==> src/rtl/shared_reg_arbiter.sv <==
// Round-robin write arbiter that owns one shared WIDTH-bit register.
// Optional SHREG_PARITY_EN adds q_par, the registered even parity of q.
module shared_reg_arbiter #(
    parameter int NREQ  = 4,
    parameter int WIDTH = 8,
    localparam int PW   = $clog2(NREQ)
) (
    input  logic                  clk,
    input  logic                  rst,
    input  logic [NREQ-1:0]       req,
    input  logic [NREQ-1:0]       lock,
    input  logic [NREQ*WIDTH-1:0] wdata,
    output logic [NREQ-1:0]       gnt,
    output logic [WIDTH-1:0]      q,
    output logic                  q_valid,
    output logic [PW-1:0]         owner,
    output logic                  locked
`ifdef SHREG_PARITY_EN
    ,
    output logic                  q_par
`endif
);

    typedef enum logic {
        IDLE,
        LOCKED
    } state_t;

    state_t           state;
    state_t           nstate;
    logic [PW-1:0]    ptr;
    logic [PW-1:0]    ptr_n;
    logic [PW-1:0]    win;
    logic             found;
    logic             wr;
    logic [PW-1:0]    widx;
    logic [WIDTH-1:0] wd [NREQ];

    for (genvar g = 0; g < NREQ; g++) begin : g_lane
        assign wd[g] = wdata[g*WIDTH +: WIDTH];
    end

    assign locked = (state == LOCKED);

    // Round-robin search: first requester at or after the pointer, wrapping.
    always_comb begin
        found = 1'b0;
        win   = '0;
        for (int i = 0; i < NREQ; i++) begin
            if (!found && req[(int'(ptr) + i) % NREQ]) begin
                found = 1'b1;
                win   = PW'((int'(ptr) + i) % NREQ);
            end
        end
    end

    // Next state, write enable and the requester whose data is committed.
    always_comb begin
        nstate = state;
        wr     = 1'b0;
        widx   = owner;
        ptr_n  = ptr;
        case (state)
            IDLE: begin
                if (found) begin
                    wr    = 1'b1;
                    widx  = win;
                    ptr_n = (win == PW'(NREQ - 1)) ? '0 : win + PW'(1);
                    if (lock[win]) nstate = LOCKED;
                end
            end
            LOCKED: begin
                // The pointer stays put while the owner holds the register.
                if (req[owner]) begin
                    wr   = 1'b1;
                    widx = owner;
                    if (!lock[owner]) nstate = IDLE;
                end else begin
                    nstate = IDLE;
                end
            end
            default: nstate = IDLE;
        endcase
    end

    // State register; reset drops any lock in progress.
    always_ff @(posedge clk) begin
        if (rst) state <= IDLE;
        else     state <= nstate;
    end

    // Shared register, grant pulse, owner and round-robin pointer.
    always_ff @(posedge clk) begin
        if (rst) begin
            q       <= '0;
            q_valid <= 1'b0;
            gnt     <= '0;
            owner   <= '0;
            ptr     <= '0;
        end else begin
            gnt <= '0;
            ptr <= ptr_n;
            if (wr) begin
                q       <= wd[widx];
                gnt     <= {{(NREQ-1){1'b0}}, 1'b1} << widx;
                owner   <= widx;
                q_valid <= 1'b1;
            end
        end
    end

`ifdef SHREG_PARITY_EN
    // Parity tracks q, updated on the same edge from the incoming data.
    always_ff @(posedge clk) begin
        if (rst)     q_par <= 1'b0;
        else if (wr) q_par <= ^wd[widx];
    end
`endif

endmodule

==> config.mk <==
export PLATFORM = sky130hd
export DESIGN_NAME = shared_reg_arbiter
export DESIGN_NICKNAME = d
export VERILOG_FILES = /design/src/rtl/shared_reg_arbiter.sv
export SDC_FILE = /design/constraint.sdc
export NUM_CORES = 1
export LEC_CHECK = 0
export CORE_ASPECT_RATIO = 0.6
export CORE_UTILIZATION = 41
export CTS_CLUSTER_SIZE = 20
export DETAILED_ROUTE_END_ITERATION = 6
export PLACE_DENSITY = 0.84
export SLEW_MARGIN = 20
export SYNTH_ARGS = -nofsm -noshare
export SYNTH_HDL_FRONTEND = slang
export SYNTH_SLANG_ARGS = --single-unit
==> constraint.sdc <==
create_clock -name clk -period 3.53 [get_ports clk]
set_input_delay 0.706 -clock clk [delete_from_list [all_inputs] [get_ports clk]]
set_output_delay 0.706 -clock clk [all_outputs]
set_load 0.02 [all_outputs]
==> results.toml, run 1 <==
[status]
outcome = "completed"

[power_and_ir_drop]
power.density_nw_per_um2 = 607
p_leak_nw = 0.685
ir_drop_mv = 0.244

[synthesis]
yosys_warnings = 0
synth_largest_area_cell = "dfxtp_1"
syn_inst = 134
yosys-top-cells-area = "dfxtp_1 (34%), a211oi_1 (12%), nand2_1 (8.8%)"
synth_cell_type_count = 31
yosysTopAreaCellShare_pct = 33.8
syn-num-nets = 176
syn_area_um2 = 1070
ys_ff_latch = 18
ys_seq_area_share_pct = 33.8
syn_area_per_cell_um2 = 7.96

[global_routing]
grt_pass1_wl_mm = 5.44
grt_pass1_vias = 1172
antenna_found_initial = 0
grt_overflow = 0
grt.total_usage_pct = 25.5
grt_max_degree = 19

[cells_and_area]
fillers = 168
regArea_um2 = 360
nets = 236
drive_gt1_share_pct = 7.25
syn_to_final_growth_pct = 61.3
n_antenna_cell = 0
multi_input_area_um2 = 643
fin_cells = 223

[floorplanning]
dieHeight_um = 41.5
dieArea_um2 = 2810
coreArea_um2 = 2310
io_pins = 58
start_util_pct = 46.2
die_x_um = 67.8
rows = 13

[clock_network]
htree_levels = 1
cts_tree = "done"
clock_latency_ns = 0.26
cts-resized-gates = 0
clockBufferDepth = 2
ctsHoldBuffers = 0
root_buffer = "clkbuf_8"
cts_buffers = 3
cts_setup_buffers = 0
cts.sinks = 18
clk_pin_slew_worst_paths_ns = 0.07

[routing]
dr.pass1.iters = 4
wl_per_cell_um = 14.5
postRouteAntennaNets = 0
vias = 1231
post-route-drc-count = 0
totalWireLength_mm = 3.22
via_per_inst = 5.52
drt_iter0_drc = 150

[timing]
tns_ns = 0
period_minus_slack_ns = 2.81
rsz0062_at_grt = "false"
finalMaxSlewViolations = 0
slew_headroom_pct = 55.7
report.final.setup_viol = 0
skew_ns = 0.000678
timing.fmax_mhz = 355
min_period_over_period_pct = 79.7
hold_viol = 0
worstMarginPinSlew_ns = 0.664

[placed_design]
io_buffer_count = 57
globalplace.congestion = 0.827
place_hpwl_mm = 2.56
place_inst = 219

[worst_setup_path]
crit_fanout = 18
crit_path_end_kind = "flip-flop"
reg2reg_depth = 6
r2r_setup_slack_ns = 1.35
timing.rr.start = "ptr[0]"
worstSetupPathType = "in -> reg"
arrival_ns = 2.99
startpoint_type = "input port"
path_cells = "clkdlybuf4s50_1 -> nor2b_1 -> a211o_1 -> a221oi_4 -> nand2b_1 -> a211oi_1 -> o31ai_1"
cpPeakStageDelay_ns = 0.57
required_ns = 3.70
r2r-end = "q[0]"
crit_slowest_cell = "nand2b_1"

[hold_path]
min_path_cells = 2
min_from = "q[6]"
hold_end = "q[6]"
min_path_type = "reg -> reg"

[job]
maxCapViolCount = 0
[placed cells by master, fill, tap and decap left out, types with 2 or more instances in the layout]
cell type / count
a211oi_1: 17
a21oi_1: 2
buf_4: 5
clkbuf_8: 4
clkdlybuf4s50_1: 57
dfxtp_1: 18
inv_1: 4
mux2_2: 2
mux2i_1: 3
mux4_2: 2
nand2_1: 25
nor2_1: 23
nor2b_1: 2
nor3_1: 6
o21bai_1: 2
o31ai_1: 8
[state kept, by name (all words and copies together), names as in the netlist]
name,count
gnt,4
q,8
q_valid,1
owner,2
ptr,2
locked,1
[stage by stage]
| step | area (um2) | power [mW] | hold WS, ns | util, % | setup WS (ns) |
|---|---|---|---|---|---|
| after floorplan | 1070 | 0.666 | 0.502 | - | 1.27 |
| after global placement | 1660 | 0.855 | 0.436 | 72.0 | 0.575 |
| after detailed placement | 1660 | 0.875 | 0.447 | 72.0 | 0.442 |
| after CTS | 1720 | 1.04 | 0.462 | 74.4 | 0.731 |
| after global routing | 1720 | 1.11 | 0.497 | 74.4 | 0.497 |
| final | 1720 | 1.04 | 0.468 | 74.4 | 0.716 |
[critical path, delay by kind of cell]
kind	cells	cell delay [ns]
and+or+nand+nor	2	0.76
buffers and inverters	1	0.50
AOI/OAI and AO/OA	4	1.03
[worst max path at each step]
stage           start  endpoint  slack (ns)  cells after the start
2_1_floorplan  req[0]      q[0]        1.27                      8
3_3_place_gp   req[0]      q[2]        0.58                      7
3_5_place_dp   req[0]      q[1]        0.44                      7
4_1_cts        req[0]      q[1]        0.73                      7
5_1_grt        req[1]      q[5]        0.50                      7
6_report       req[0]      q[0]        0.72                      7
[synth_stat cells]
cell and instances:
xnor2_1 1, o21ai_1 1, a211o_1 1, inv_1 4
o21ai_0 1, nand2_1 25, o22ai_1 1, o221ai_1 1
a21o_1 1, buf_1 1, mux2i_1 3, buf_2 2
nor4_1 1, o21bai_1 2, nor2_1 23, a21oi_1 2
nor3_1 6, mux4_2 2, nor2b_1 2, a221oi_4 1
and2_1 1, clkbuf_1 2, buf_6 1, dfxtp_1 18
buf_8 1, nand2b_1 1, mux2_2 2, o31ai_1 8
o22a_1 1, a211oi_1 17, or3_1 1
[area by class of cell]
type / count / share of cell area [%]
repair buffers: 62 / 35.4
flip-flops and latches: 18 / 21.0
multi-input cells: 105 / 37.4
well taps: 30 / 2.18
clock buffers: 4 / 3.20
inverters: 4 / 0.873
[kinds of logic (layout without fill, tap and decap cells)]
kind of cell | count (synthesis) | after routing | synth area share [%]
simple gates | 60 | 60 | 23.2
compound gates | 37 | 37 | 27.1
flops | 18 | 18 | 33.8
buf+inv | 11 | 70 | 5.87
mux | 7 | 7 | 9.15
xor+xnor | 1 | 1 | 0.822
[where the power goes]
part           internal (mW)  total [mW]  switching (mW)
clock                 0.0992       0.169          0.0698
sequential             0.266       0.314          0.0488
combinational          0.266       0.561           0.295
[layer usage]
layer	GRT usage (%)	vias to the layer above	wire length, um
met2	38.2	67	1510
met1	35.3	559	1440
met3	7.42	4	244
met5	0	-	0
li1	-	601	-
met4	7.08	0	29
No activity file was read; power rests on OpenSTA's default activity.
==> run 2: changes to the inputs <==
- CORE_UTILIZATION: 41 -> 35
- PLACE_DENSITY: 0.84 -> 0.76
- clock period: 3.53 -> 2.3 ns (I/O delays scaled with it)
==> run 2 against run 1 <==
Count of clock-buffer cells in the layout unchanged; highest routed layer unchanged; critical path type unchanged; clock skew increased by 0.0044 ns; sequential power increased by 53%; largest power group unchanged; critical path depth increased by 1; first-iteration DRC count decreased by 64%.
==> results.toml, run 2 (synthesis results as in run 1) <==
[status]
outcome = "completed"

[cells_and_area]
n_antenna_cell = 0
nets = 248
final_common_cell = "clkdlybuf4s50_1"
final_area_um2 = 1860
mostFrequentLayoutCells = "clkdlybuf4s50_1 (53), nand2_1 (25), nor2_1 (23), dfxtp_1 (18), a211oi_1 (17)"
largest_register_ffs = 8
syn_to_final_growth_pct = 74.2
fin_cells = 247
reg.largest.list = "q x8, gnt x4"
drive_gt1_share_pct = 13.7
regMostFlops = "q"

[clock_network]
clock_latency_ns = 0.26
htree_levels = 1
cts_tree = "done"
clockBufferDepth = 2
clk_pin_slew_worst_paths_ns = 0.07
root_buffer = "clkbuf_8"
cts.sinks = 18
cts_buffers = 3
cts_setup_buffers = 0

[job]
maxCapViolCount = 0

[timing]
tns_ns = 0
skew_ns = 0.00510
worstMarginPinSlew_ns = 0.413
report.final.setup_viol = 0
timing.fmax_mhz = 466
period_minus_slack_ns = 2.15
slew_headroom_pct = 72.3
hold_ws_ns = 0.459
hold_viol = 0
rsz0062_at_grt = "false"
finalMaxSlewViolations = 0
min_period_over_period_pct = 93.3

[worst_setup_path]
timing.rr.start = "ptr[0]"
required_ns = 2.46
crit_fanout = 8
worstSetupPathType = "in -> reg"
reg2reg_depth = 7
crit_path_end_kind = "flip-flop"
r2r-end = "q[6]"
startpoint_type = "input port"
arrival_ns = 2.30
critPathLaunch = "req[0]"
crit_end = "q[6]"
r2r_setup_slack_ns = 0.36

[power_and_ir_drop]
p_leak_nw = 0.779
power.density_nw_per_um2 = 919
total_power_mw = 1.71
ir_drop_mv = 0.525

[floorplanning]
die_x_um = 73.3
dieArea_um2 = 3280
coreArea_um2 = 2890
io_pins = 58
dieHeight_um = 44.8
start_util_pct = 36.9
rows = 15

[hold_path]
min_path_type = "reg -> reg"

[global_routing]
grt.total_usage_pct = 24.1
antenna_found_initial = 0
grt_max_degree = 19
grt_pass1_wl_mm = 5.73
grt_pass1_vias = 1245
grt_overflow = 0

[routing]
via_per_inst = 5.25
drt_iter0_drc = 54
post-route-drc-count = 0
totalWireLength_mm = 3.59
wl_per_cell_um = 14.5
vias = 1297
dr.pass1.iters = 5
postRouteAntennaNets = 0

[placed_design]
io_buffer_count = 57
placed_cell_area_um2 = 1770
place_hpwl_mm = 2.81
place_inst = 243
globalplace.congestion = 0.818
run 2: layout make-up:
class                      count  area (um2)
clock buffer                   4        55.1
fill                         251        1030
inverter                       4        15.0
multi-input combinational    105         666
sequential                    18         360
tap                           42        52.6
timing repair buffer          74         708
run 2: routing by layer:
metal | routed length, um | GRT usage [%] | vias up
li1 | - | - | 626
met1 | 1450 | 25.6 | 592
met2 | 1730 | 42.6 | 71
met3 | 338 | 10.0 | 8
met4 | 72 | 11.0 | 0
met5 | 0 | 0 | -
run 2: power breakdown:
part	total [mW]	internal (mW)	switching, mW
Combinational	0.965	0.484	0.482
Sequential	0.480	0.407	0.0728
Clock	0.261	0.152	0.109
Total	1.71	1.04	0.664
run 2: repair_timing:
action	in CTS	in global routing
hold buffers	0	0
setup endpoints to repair	3	8
pin swaps	1	0
cloned	0	0
gates resized for setup	4	4
run 2: worst min path at each step:
| stage | slack (ns) | endpoint | startpoint | cells after the start |
|---|---|---|---|---|
| finish | 0.46 | q[0] | q[0] | 2 |
| global route | 0.49 | q[5] | q[5] | 2 |
| CTS | 0.47 | q[0] | q[0] | 2 |
| detailed placement | 0.45 | q[0] | q[0] | 2 |
| global placement | 0.44 | q[6] | q[6] | 2 |
| floorplan | 0.50 | ptr[0] | ptr[0] | 2 |
run 2: through the flow:
step / util [%] / setup slack, ns
global route: 64.2 / 0.0550
finish: 64.2 / 0.153
floorplan: - / 0.290
detailed placement: 61.2 / -0.303
CTS: 63.7 / 0.0148
global placement: 61.2 / -0.167
run 2: worst max-delay path, cell delays in order:
cell and delay (ns):
dlygate4sd2_1 0.31, nor2b_1 0.18, a211o_1 0.32, a221oi_4 0.31
nand2b_4 0.19, buf_4 0.16, a211oi_1 0.07, o31ai_1 0.29
==> run 3: changes to the inputs <==
- CTS_CLUSTER_DIAMETER: not set -> 150
==> results of run 3 <==
The final DEF is identical to that of run 2; final timing and power are the same.
==> variant: new RTL, settings of run 3 <==
Add a define of `SHREG_PARITY_EN`.
--- a/src/rtl/shared_reg_arbiter.sv
+++ b/src/rtl/shared_reg_arbiter.sv
@@ -1,5 +1,7 @@
 // Round-robin write arbiter that owns one shared WIDTH-bit register.
 // Optional SHREG_PARITY_EN adds q_par, the registered even parity of q.
+`define SHREG_PARITY_EN
+
 module shared_reg_arbiter #(
     parameter int NREQ  = 4,
     parameter int WIDTH = 8,
Behaviour (old outputs only; new: q_par): unchanged (equiv_simple and equiv_induct, registers matched by name and starting in step).
==> variant against run 3 <==
- global-route usage fell by 4.5 points
- area after synthesis increased by 30%
- maximum frequency fell by 0.19%
- wire length is 8.9% higher
- largest power group unchanged
- register-to-register slack improved by 0.03 ns
- design area is 20% higher
- critical path depth is 1 higher
- power grew 19%
- setup slack worse by 0.0041 ns
- cell count rose by 8.9%
- via count up 4.5%
- critical path type unchanged
- sequential cell count grew 1
==> variant: results <==
run_status:
  outcome: "complete, no violations"
place:
  numPortBuffers: 58
  gp_congestion: 0.8929
  hpwl_mm: 3.044
  dp_slack_ns: -0.2969
cts:
  insertion_delay_ns: 0.26
  clkTransAtPathRegs_ns: 0.07
  cts_resized: 8
  clockBufferDepth: 2
  cts_setup_buffers: 1
drt:
  wl_met1_mm: 1.960
  highest_layer: "met4"
  wirelength_mm: 3.912
  drt_iter0_markers: 78
  firstDrtPassIters: 4
  met2_length_mm: 1.642
  via_per_inst: 5.041
  routed-wl-met3_um: 298
global_routing:
  use_met1: 0.2815
  grtUsageMet3: 0.05099
  grt_pass1_wl_mm: 6.465
  track_usage: 0.1954
  grt_pass1_vias: 1344
  grt_use_met2: 0.3019
  grt_max_degree: 12
sta:
  relSlewSlack: 0.7522
  hold_slack_ns: 0.4521
  post-route-period-util: 0.9351
  final.setup_skew_ns: 0.005321
power:
  peakVddDrop_mv: 0.4861
  p_clk_frac: 0.115
  p_leak_nw: 0.8742
  p_comb_frac: 0.634
  switchingPower_mw: 0.7788
critical_path:
  cp_top_family: "buffers and inverters"
  worstPathMaxFanout: 11
  slowest_delay_ns: 0.35
  slowest_stage: "dlygate4sd2_1"
  startpoint_type: "input port"
  crit_arrival_ns: 2.31
  reg2reg_setup_slack_ns: 0.39
yosys:
  yosys_warnings: 0
  synth_compound_area_frac: 0.1701
  muxShareOfSynthArea: 0.1738
  synth_nets: 190
  synth.distinct_cells: 38
  ys.flop_type: "dfxtp_1"
  yosysSeqAreaShare: 0.2751
  yosys-top-cells-count: "27 x nand2_1, 27 x xnor2_1, 19 x dfxtp_1"
  synth-xor-area-share: 0.1837
  synth_area_leaders: "dfxtp_1 28%, xnor2_1 17%, mux2i_1 13%"
  async_reset_ff_frac: 0
floorplanning:
  die_area_um2: 4214
worst_hold_path:
  hp-class: "reg -> reg"
layout:
  drive_above_1_share: 0.1577
  nNetsFinal: 265
  top_regs: "q x8, gnt x4"
==> variant: cell types whose count changed after synthesis, moves of 5 or more <==
cell / run 3 / this run
a32o_1: 0 / 5
a211oi_1: 17 / 2
nor2_1: 23 / 6
xnor2_1: 1 / 27
mux2i_1: 3 / 18
nor3_1: 6 / 0
o31ai_1: 8 / 0
==> variant: cell type report <==
type,count,area (µm²)
clock buffers,4,45.04
fillers,314,1499
inverters,1,3.754
multi-input cells,122,975.9
flip-flops and latches,19,380.4
well taps,47,58.81
repair buffers,76,759.5
==> variant: path summary, 6_finish.rpt <==
check,start,to,cells after the start
max,req[0],q[6],9
min,q_valid,q_valid,1
max reg2reg,locked,q[6],7
min reg2reg,q_valid,q_valid,1
==> variant: through the flow <==
step           instances  total power [mW]  area (µm²)  setup TNS, ns
3_5_place_dp         262             1.701        2110         -3.117
6_report             269             2.025        2223              0
2_1_floorplan        148             1.225        1383              0
3_3_place_gp         262             1.680        2110         -2.144
4_1_cts              268             2.013        2215              0
5_1_grt              269             2.135        2223              0
